$ cat src/rtl/ifft_sdf_stage_type2.sv
// Radix-2 single-path delay-feedback butterfly stage, inverse direction.
// Pairs samples DEPTH apart through a delay buffer. It emits the scaled sum
// at once. The scaled difference (rotated by +j in the upper half of the
// half-frame) is emitted during the next frame's first half.
module ifft_sdf_stage_type2 #(
    parameter int DATA_WIDTH = 16,
    parameter int DEPTH      = 4
) (
    input  logic                         clk,
    input  logic                         rst_n,
    input  logic                         enable,
    input  logic                         in_valid,
    input  logic signed [DATA_WIDTH-1:0] real_in,
    input  logic signed [DATA_WIDTH-1:0] imag_in,
    output logic                         out_valid,
    output logic signed [DATA_WIDTH-1:0] real_out,
    output logic signed [DATA_WIDTH-1:0] imag_out
);

    localparam int DW = DATA_WIDTH;
    localparam int AW = (DEPTH > 1) ? $clog2(DEPTH) : 1;
    localparam int CW = AW + 1;
    // Two guard bits: one for the add/sub growth, one for the rounding +1.
    localparam int EW = DW + 2;

    localparam logic signed [DW-1:0] MAX_POS = {1'b0, {(DW-1){1'b1}}};

    // Counter, flags and registered outputs
    logic [CW-1:0]        cnt_q, cnt_d;
    logic                 primed_q, primed_d;
    logic                 out_valid_q, out_valid_d;
    logic signed [DW-1:0] re_out_q, re_out_d;
    logic signed [DW-1:0] im_out_q, im_out_d;

    // Delay buffer (no reset: every entry is rewritten before it is emitted)
    logic signed [DW-1:0] buf_re_q [DEPTH];
    logic signed [DW-1:0] buf_im_q [DEPTH];
    logic                 buf_we;
    logic signed [DW-1:0] buf_re_d, buf_im_d;

    // Datapath nets
    logic                 accept;
    logic                 phase;
    logic [AW-1:0]        k;
    logic                 upper_half;
    logic signed [DW-1:0] a_re, a_im;
    logic signed [EW-1:0] sum_re_w, sum_im_w, dif_re_w, dif_im_w;
    logic signed [DW:0]   sum_re_h, sum_im_h, dif_re_h, dif_im_h;
    logic signed [DW-1:0] sum_re, sum_im;
    logic signed [DW-1:0] dif_re, dif_im;
    logic signed [DW-1:0] rot_re, rot_im;

    function automatic logic signed [EW-1:0] sext(input logic signed [DW-1:0] v);
        return {{2{v[DW-1]}}, v};
    endfunction

    // (v + 1) >>> 1 : halve with round-half-up
    function automatic logic signed [DW:0] halve(input logic signed [EW-1:0] v);
        logic signed [EW-1:0] t;
        logic signed [EW-1:0] s;
        t = v + {{(EW-1){1'b0}}, 1'b1};
        s = t >>> 1;
        return s[DW:0];
    endfunction

    // Only +2^(W-1) can exceed the output range; it is pattern 01xx..x at DW+1 bits
    function automatic logic signed [DW-1:0] clamp_pos(input logic signed [DW:0] v);
        logic signed [DW-1:0] r;
        if (v[DW:DW-1] == 2'b01) begin
            r = MAX_POS;
        end else begin
            r = v[DW-1:0];
        end
        return r;
    endfunction

    assign accept     = enable & in_valid;
    assign phase      = cnt_q[AW];
    assign k          = cnt_q[AW-1:0];
    assign upper_half = k[AW-1];
    assign a_re       = buf_re_q[k];
    assign a_im       = buf_im_q[k];

    // Butterfly arithmetic: widened add/sub, rounding halve, clamp, +j rotation
    always_comb begin
        sum_re_w = sext(a_re) + sext(real_in);
        sum_im_w = sext(a_im) + sext(imag_in);
        dif_re_w = sext(a_re) - sext(real_in);
        dif_im_w = sext(a_im) - sext(imag_in);

        sum_re_h = halve(sum_re_w);
        sum_im_h = halve(sum_im_w);
        dif_re_h = halve(dif_re_w);
        dif_im_h = halve(dif_im_w);

        sum_re   = sum_re_h[DW-1:0];
        sum_im   = sum_im_h[DW-1:0];
        dif_re   = clamp_pos(dif_re_h);
        dif_im   = clamp_pos(dif_im_h);

        // Clamped difference is symmetric, so negation cannot overflow
        if (upper_half) begin
            rot_re = -dif_im;
            rot_im = dif_re;
        end else begin
            rot_re = dif_re;
            rot_im = dif_im;
        end
    end

    // Next-state: counter, primed flag, output register and buffer write
    always_comb begin
        cnt_d       = cnt_q;
        primed_d    = primed_q;
        out_valid_d = out_valid_q;
        re_out_d    = re_out_q;
        im_out_d    = im_out_q;
        buf_we      = 1'b0;
        buf_re_d    = real_in;
        buf_im_d    = imag_in;

        if (enable) begin
            out_valid_d = 1'b0;
            if (in_valid) begin
                cnt_d  = cnt_q + CW'(1);
                buf_we = 1'b1;
                if (&cnt_q) begin
                    primed_d = 1'b1;
                end
                if (!phase) begin
                    // First half: drain the previous frame's difference, store raw input
                    out_valid_d = primed_q;
                    if (primed_q) begin
                        re_out_d = a_re;
                        im_out_d = a_im;
                    end
                    buf_re_d = real_in;
                    buf_im_d = imag_in;
                end else begin
                    // Second half: emit sum now, park rotated difference for later
                    out_valid_d = 1'b1;
                    re_out_d    = sum_re;
                    im_out_d    = sum_im;
                    buf_re_d    = rot_re;
                    buf_im_d    = rot_im;
                end
            end
        end
    end

    // Control and output registers with asynchronous active-low reset
    always_ff @(posedge clk or negedge rst_n) begin
        if (!rst_n) begin
            cnt_q       <= '0;
            primed_q    <= 1'b0;
            out_valid_q <= 1'b0;
            re_out_q    <= '0;
            im_out_q    <= '0;
        end else begin
            cnt_q       <= cnt_d;
            primed_q    <= primed_d;
            out_valid_q <= out_valid_d;
            re_out_q    <= re_out_d;
            im_out_q    <= im_out_d;
        end
    end

    // Delay buffer write; the read of entry k above sees the old contents
    always_ff @(posedge clk) begin
        if (buf_we) begin
            buf_re_q[k] <= buf_re_d;
            buf_im_q[k] <= buf_im_d;
        end
    end

    assign out_valid = out_valid_q;
    assign real_out  = re_out_q;
    assign imag_out  = im_out_q;

endmodule

$ cat config.mk
export PLATFORM = sky130hd
export DESIGN_NAME = ifft_sdf_stage_type2
export DESIGN_NICKNAME = d
export VERILOG_FILES = /design/src/rtl/ifft_sdf_stage_type2.sv
export SDC_FILE = /design/constraint.sdc
export NUM_CORES = 1
export LEC_CHECK = 0
export ABC_AREA = 1
export CORE_MARGIN = 2
export CORE_UTILIZATION = 50
export CTS_CLUSTER_DIAMETER = 60
export DETAILED_ROUTE_END_ITERATION = 10
export PLACE_DENSITY = 0.69
export SLEW_MARGIN = 20
export SYNTH_ARGS = -nofsm -noshare
export SYNTH_HDL_FRONTEND = slang
export SYNTH_SLANG_ARGS = --single-unit
export TNS_END_PERCENT = 50
$ cat constraint.sdc
create_clock -name clk -period 6.38 [get_ports clk]
set_input_delay 1.276 -clock clk [delete_from_list [all_inputs] [get_ports clk]]
set_output_delay 1.276 -clock clk [all_outputs]
set_load 0.02 [all_outputs]
; Word-level counts from Yosys, hierarchy flattened
; Memories as Yosys holds them, arrays and structs flattened.
; Cells that the tools add are included.
[word_totals]
memories = 2
reg_bits = 37
elab_cells = 43
input_bits = 36
ramBits = 128
[mem_list]
columns = memory, depth, width, read_ports, rd_ports_with_merged_regs, wr, line
row1 = buf_im_q, 4, 16, 1, 0, 1, 37  ; logic signed [DW-1:0] buf_im_q [DEPTH];
row2 = buf_re_q, 4, 16, 1, 0, 1, 36  ; logic signed [DW-1:0] buf_re_q [DEPTH];
[classes]
n_reduce_logical = 4
eq_ne = 2
muxes = 20
n_addsub = 10
[ops]
columns = cell, count
row1 = 16-bit 2-to-1 mux, 14
row2 = 17-bit by 2-bit adder with 18-bit output (second input constant), 2
row3 = 16-bit by 16-bit adder with 17-bit output, 2
row4 = 17-bit by 2-bit adder with 17-bit output (second input constant), 2
row5 = 16-bit by 16-bit subtractor with 17-bit output, 2
row6 = 16-bit negation, 1
row7 = 1-bit 2-to-1 mux, 6
row8 = 5-bit AND reduction, 1
row9 = 2-bit by 1-bit equality test with 1-bit output (second input constant), 2
row10 = 3-bit by 1-bit adder with 3-bit output (second input constant), 1
row11 = 3-bit AND reduction, 1
row12 = 2-bit AND reduction, 1
row13 = 2-bit nonzero test, 1

; Logic depth before layout (Yosys ltp)
; An unclocked memory read counts as a cell.
[depth]
ltp_word = 10
depth_mapped = 34
mapped_depth_nobuf = 31

; Worst setup path after synthesis
; Ideal clock, no wire load.
[synth_path]
path_kind = register to register
startpoint = reg cnt_q[1]
endpoint = mem buf_re_q[0][6] in the netlist's numbering (data pin)
arrival_ns = 4.255
t_required_ns = 6.105
stages_incl_launch_ff = 34
setup_ns = 0.275
setup_slack_ns = 1.849
synth_period_minus_slack_ns = 4.531
cell_sequence = dfrtp_1 -> clkbuf_1 -> inv_1 -> clkbuf_1 -> a21oi_1 -> a32oi_1 -> inv_1 -> ha_1 -> inv_1 -> ha_1 -> inv_1 -> fa_1 -> inv_1 -> nand2_1 -> nand2_1 -> nand3_1 -> nand2_2 -> nand2_2 -> nand3_1 -> nand2_2 -> nand2_4 -> buf_12 -> inv_1 -> nor2_1 -> ha_1 -> inv_1 -> nor2_1 -> nand3_1 -> nor2_8 -> nor2_1 -> nor2_1 -> nand2_1 -> nand3_1 -> o21ai_1
[synth_between]
elab_chain_cells = 10
[synth_lines]
columns = element, line
row1 = from (decl), 29  ; logic [CW-1:0] cnt_q, cnt_d;
row2 = from (signal assigned), 160  ; cnt_q <= cnt_d;
row3 = memory read 4 x 16 bit, -
row4 = 16-bit by 16-bit subtractor with 17-bit output, 89  ; dif_im_w = sext(a_im) - sext(imag_in);
row5 = 17-bit by 2-bit adder with 18-bit output, 61  ; t = v + {{(EW-1){1'b0}}, 1'b1};
row6 = 2-bit by 1-bit equality test with 1-bit output, 69  ; if (v[DW:DW-1] == 2'b01) begin
row7 = 16-bit 2-to-1 mux, 69
row8 = 16-bit negation, 103  ; rot_re = -dif_im;
row9 = 16-bit 2-to-1 mux (*), 102  ; if (upper_half) begin
row10 = 16-bit 2-to-1 mux (*), 130  ; if (!phase) begin
row11 = 16-bit 2-to-1 mux (*), 124  ; if (in_valid) begin
row12 = 16-bit 2-to-1 mux (*), 122  ; if (enable) begin
row13 = net buf_re_d[6], 39  ; logic signed [DW-1:0] buf_re_d, buf_im_d;
row14 = to (decl), 36
; Mark *: on every way through the listed nets, which the timed path passes. The rest lies on a longest branch.

; Worst setup path after layout
[layout_path]
startpoint = reg cnt_q[0]
endpoint = mem buf_re_q[3][12] in the netlist's numbering (data pin)
; The elaborated chain is that of the path after synthesis.

==> flow_results.org <==
** Outcome
- Result of the run :: completed

** Synthesis
- The top cell type by area accounts for 33.9% of the synthesized area.
- For this run, the number of Yosys warnings is 0.
- Dividing the synthesized area by the synthesized cell count gives 8.18 um2.
- Most area-hungry cell type in the Yosys netlist :: edfxtp_1
- Cell types occupying the most area after synthesis :: edfxtp_1, ha_1, nand2_1
- The synthesized netlist occupies a cell area of 0.0113 mm2.
- Number of distinct library cells after synthesis :: 47
- Seq/Total Area, Yosys :: 42.1%
- Number of synthesized register bits :: 165
- Commonest register cell after synthesis :: edfxtp_1
- Number of synthesized flops with an enable pin :: 128
- Counting every instance in the synthesized netlist gives 1386.
- When the netlist entered floorplanning its net count stood at 1524.
- Async set-reset flop share out of synthesis :: 22.4%

** Route
- Final antenna-violating net count :: 0
- Top routing layer in use :: met4
- Using the TritonRoute via totals, the vias-per-cell ratio works out to 5.57.
- Summing over every cut layer, the via total after detailed routing is 9670.
- Final routed wire length divided by cell count :: 17.9 um
- Metal1 wirelength :: 13.9 mm
- Met2 Routed Length :: 14.4 mm
- Pre-antenna DRT Iters :: 5
- For this block, the routed nets add up to 31.1 mm of wire.
- Number of violations reported at the end of detailed-routing iteration 0 :: 742
- For this run, design rule violations remaining after detail routing come to 0.
- In the detailed route, the total length drawn on met3 is 2.04 mm.

** Global route
- The number of global-route vias before repair came to 9033.
- Entering global routing, the biggest net connects 64 pins.
- The first global-routing pass estimated 49.3 mm of wire.
- Global-route congestion overflow total :: 0
- Global routing used 26.5% of the available tracks.
- The number of antenna violations at the first check in global routing was 0.

** Clocking
- Setup fix buffers added after clock tree synthesis :: 0
- The cell sitting at the root of the clock tree is a clkbuf_16.
- Clock tree synthesis found a total of 165 sinks.
- Number of buffers created by CTS :: 17
- No sink is reached through more buffers than the 2 on the longest clock path.
- After clock tree synthesis, the clock-pin slew on the worst setup and hold paths is 0.07 ns.
- Post-cts sizing count :: 0
- Clock latency on the worst-skew pair :: 0.44 ns
- Number of hold buffers added after CTS :: 0
- TritonCTS built the clock tree.
- Number of H-tree levels :: 4

** Worst hold path
- The worst hold path belongs to the class reg2reg.
- Counting instances, the worst hold path has a depth of 2.
- For hold timing, the worst endpoint is imag_out[14]$_DFFE_PN0P_.
- In this run the most critical hold path is launched from imag_out[14]$_DFFE_PN0P_.

** Layout
- Leaving out fill and tap cells, the most frequent cell in the layout is nand2_1.
- Counting the fill cells in the layout gives 2032.
- Final Instance Area :: 0.0129 mm2
- The library cells used most frequently in the layout, excluding fill and tap cells, are nand2_1, inv_1, nor2_1, o21ai_0, edfxtp_1.
- The multi-input combinational cells in the finished layout cover a total of 0.00573 mm2.
- Sequential standard cell area :: 0.00477 mm2
- Total number of nets in the final design :: 1575
- Relative to the synthesized area, the layout overhead comes to 13.7%.
- The post-route netlist has 5.31% of its cells at a drive strength greater than 1.
- The repair_antennas step left the layout with diodes totalling 0.

** Floorplan
- The floorplan step defined a die boundary enclosing 0.0239 mm2.
- Pin placement for this block handled 69 I/O pins.
- Rows :: 55
- Initial Utilization :: 50.5%
- Height of the die :: 155 um
- Floorplan Core Area :: 0.0224 mm2
- Width of the die :: 155 um

** Worst setup path
- STA classifies the critical path endpoint as a flop.
- In this run the critical register-to-register path is captured at buf_re_q[3][12]$_DFFE_PP_.
- Kind of start point of the critical path :: flop
- STA puts the critical path data arrival time at 5.46 ns.
- Highest-delay cell along the critical path :: a32oi_1
- Crit path largest cell delay :: 0.60 ns
- The worst setup path is of the reg2reg kind.
- FF-to-FF path depth :: 30
- Launch point of the critical path :: cnt_q[0]$_DFFE_PN0P_
- Data required time of the critical path :: 6.55 ns
- The worst register-to-register path has a setup slack of 1.10 ns.
- CP Depth :: 30
- The startpoint identified for the worst register-to-register timing path is cnt_q[0]$_DFFE_PN0P_.
- Cell family contributing the most delay on the critical path :: simple AND/OR/NAND/NOR gates
- Together, buffers and inverters on the worst path number 7.
- Crit path max fanout :: 27

** Timing
- RSZ-0062 raised after global routing :: no
- Min Clock Period, post-route :: 5.28 ns
- Hold slack :: 0.478 ns
- Dividing the final minimum period by the clock period gives 82.8%.
- Count of pins over their slew limit :: 0
- Setup skew after layout :: 0.00887 ns
- Headroom to the max-slew limit came out at 36.6%.
- In the final timing run, aggregate negative setup slack is 0 ns.
- For this run, the top clock speed supported by timing is 189 MHz.
- Setup violations remaining at the end of the flow were counted as 0.
- Transition time of the tightest slew-check pin :: 0.951 ns
- Hold Vio Cnt, Final :: 0

** Job
- Max-cap violations in this run came to 0.

** Placed design
- Post-DP Area :: 0.0123 mm2
- The congestion estimate from routability-driven global placement came to 0.942.
- Buffers placed on the I/O ports in this run total 68.
- Dpl hpwl :: 22.5 mm
[cell usage after synthesis (5+ instances only)]
cell,n
nand2_1,282
o211ai_1,13
nand2_2,5
buf_2,5
xnor2_1,6
a21oi_1,68
nor2_1,150
ha_1,98
edfxtp_1,128
nand4_1,9
nand3_1,94
o21ai_1,5
dfrtp_1,37
clkbuf_1,39
o21bai_1,7
a31oi_1,5
o22ai_1,39
inv_1,164
o21ai_0,139
xor2_1,37
nor3_1,8
[flip-flops by register name, summed over array words and instances, names as in the netlist]
register   flops
cnt_q          3
primed_q       1
out_valid      1
real_out      16
buf_im_q      64
imag_out      16
buf_re_q      64
[final cells by class]
cell class | count | area share (%)
multi-input cells | 1003 | 44.5
flip-flops and latches | 165 | 37.0
repair buffers | 81 | 6.10
inverters | 169 | 4.92
clock buffers | 19 | 3.44
well taps | 285 | 2.77
clock inverters | 13 | 1.23
[stage by stage]
step	worst slack (ns)	std cells	util, %
4_1_cts	1.10	1735	57.4
2_1_floorplan	1.85	1386	-
5_1_grt	0.566	1735	57.4
3_5_place_dp	0.916	1703	54.7
3_3_place_gp	1.04	1702	54.7
6_report	1.10	1735	57.4
[worst max-delay path by stage]
stage	endpoint	slack (ns)
2_1_floorplan	buf_re_q[0][6]$_DFFE_PP_	1.85
3_3_place_gp	buf_re_q[0][8]$_DFFE_PP_	1.04
3_5_place_dp	buf_re_q[1][8]$_DFFE_PP_	0.92
4_1_cts	buf_re_q[3][12]$_DFFE_PP_	1.10
5_1_grt	buf_re_q[2][14]$_DFFE_PP_	0.57
6_report	buf_re_q[3][12]$_DFFE_PP_	1.10
[routing by layer]
| metal | vias up | GRT usage (%) |
|---|---|---|
| li1 | 4772 | - |
| met1 | 4524 | 36.4 |
| met2 | 322 | 43.2 |
| met3 | 52 | 4.99 |
| met4 | 0 | 7.67 |
| met5 | - | 0 |
[worst reg2reg max path: cells and delay by family, from the launching register on]
kind            cells  cell delay (ns)
compound gates      1             0.60
fa+ha+maj           4             1.11
buf+inv             7             0.86
flops               1             0.45
simple gates       18             1.99
[kinds of logic after synthesis]
logic type,after synthesis,share of synthesized area (%)
xor+xnor,44,3.47
fa+ha+maj,102,11.5
simple gates,566,21.1
compound gates,291,14.2
flops,165,42.1
buf+inv,218,7.68
Power is not shown: default switching activity piles up to over one toggle a cycle in this logic, so the estimate is an artifact.
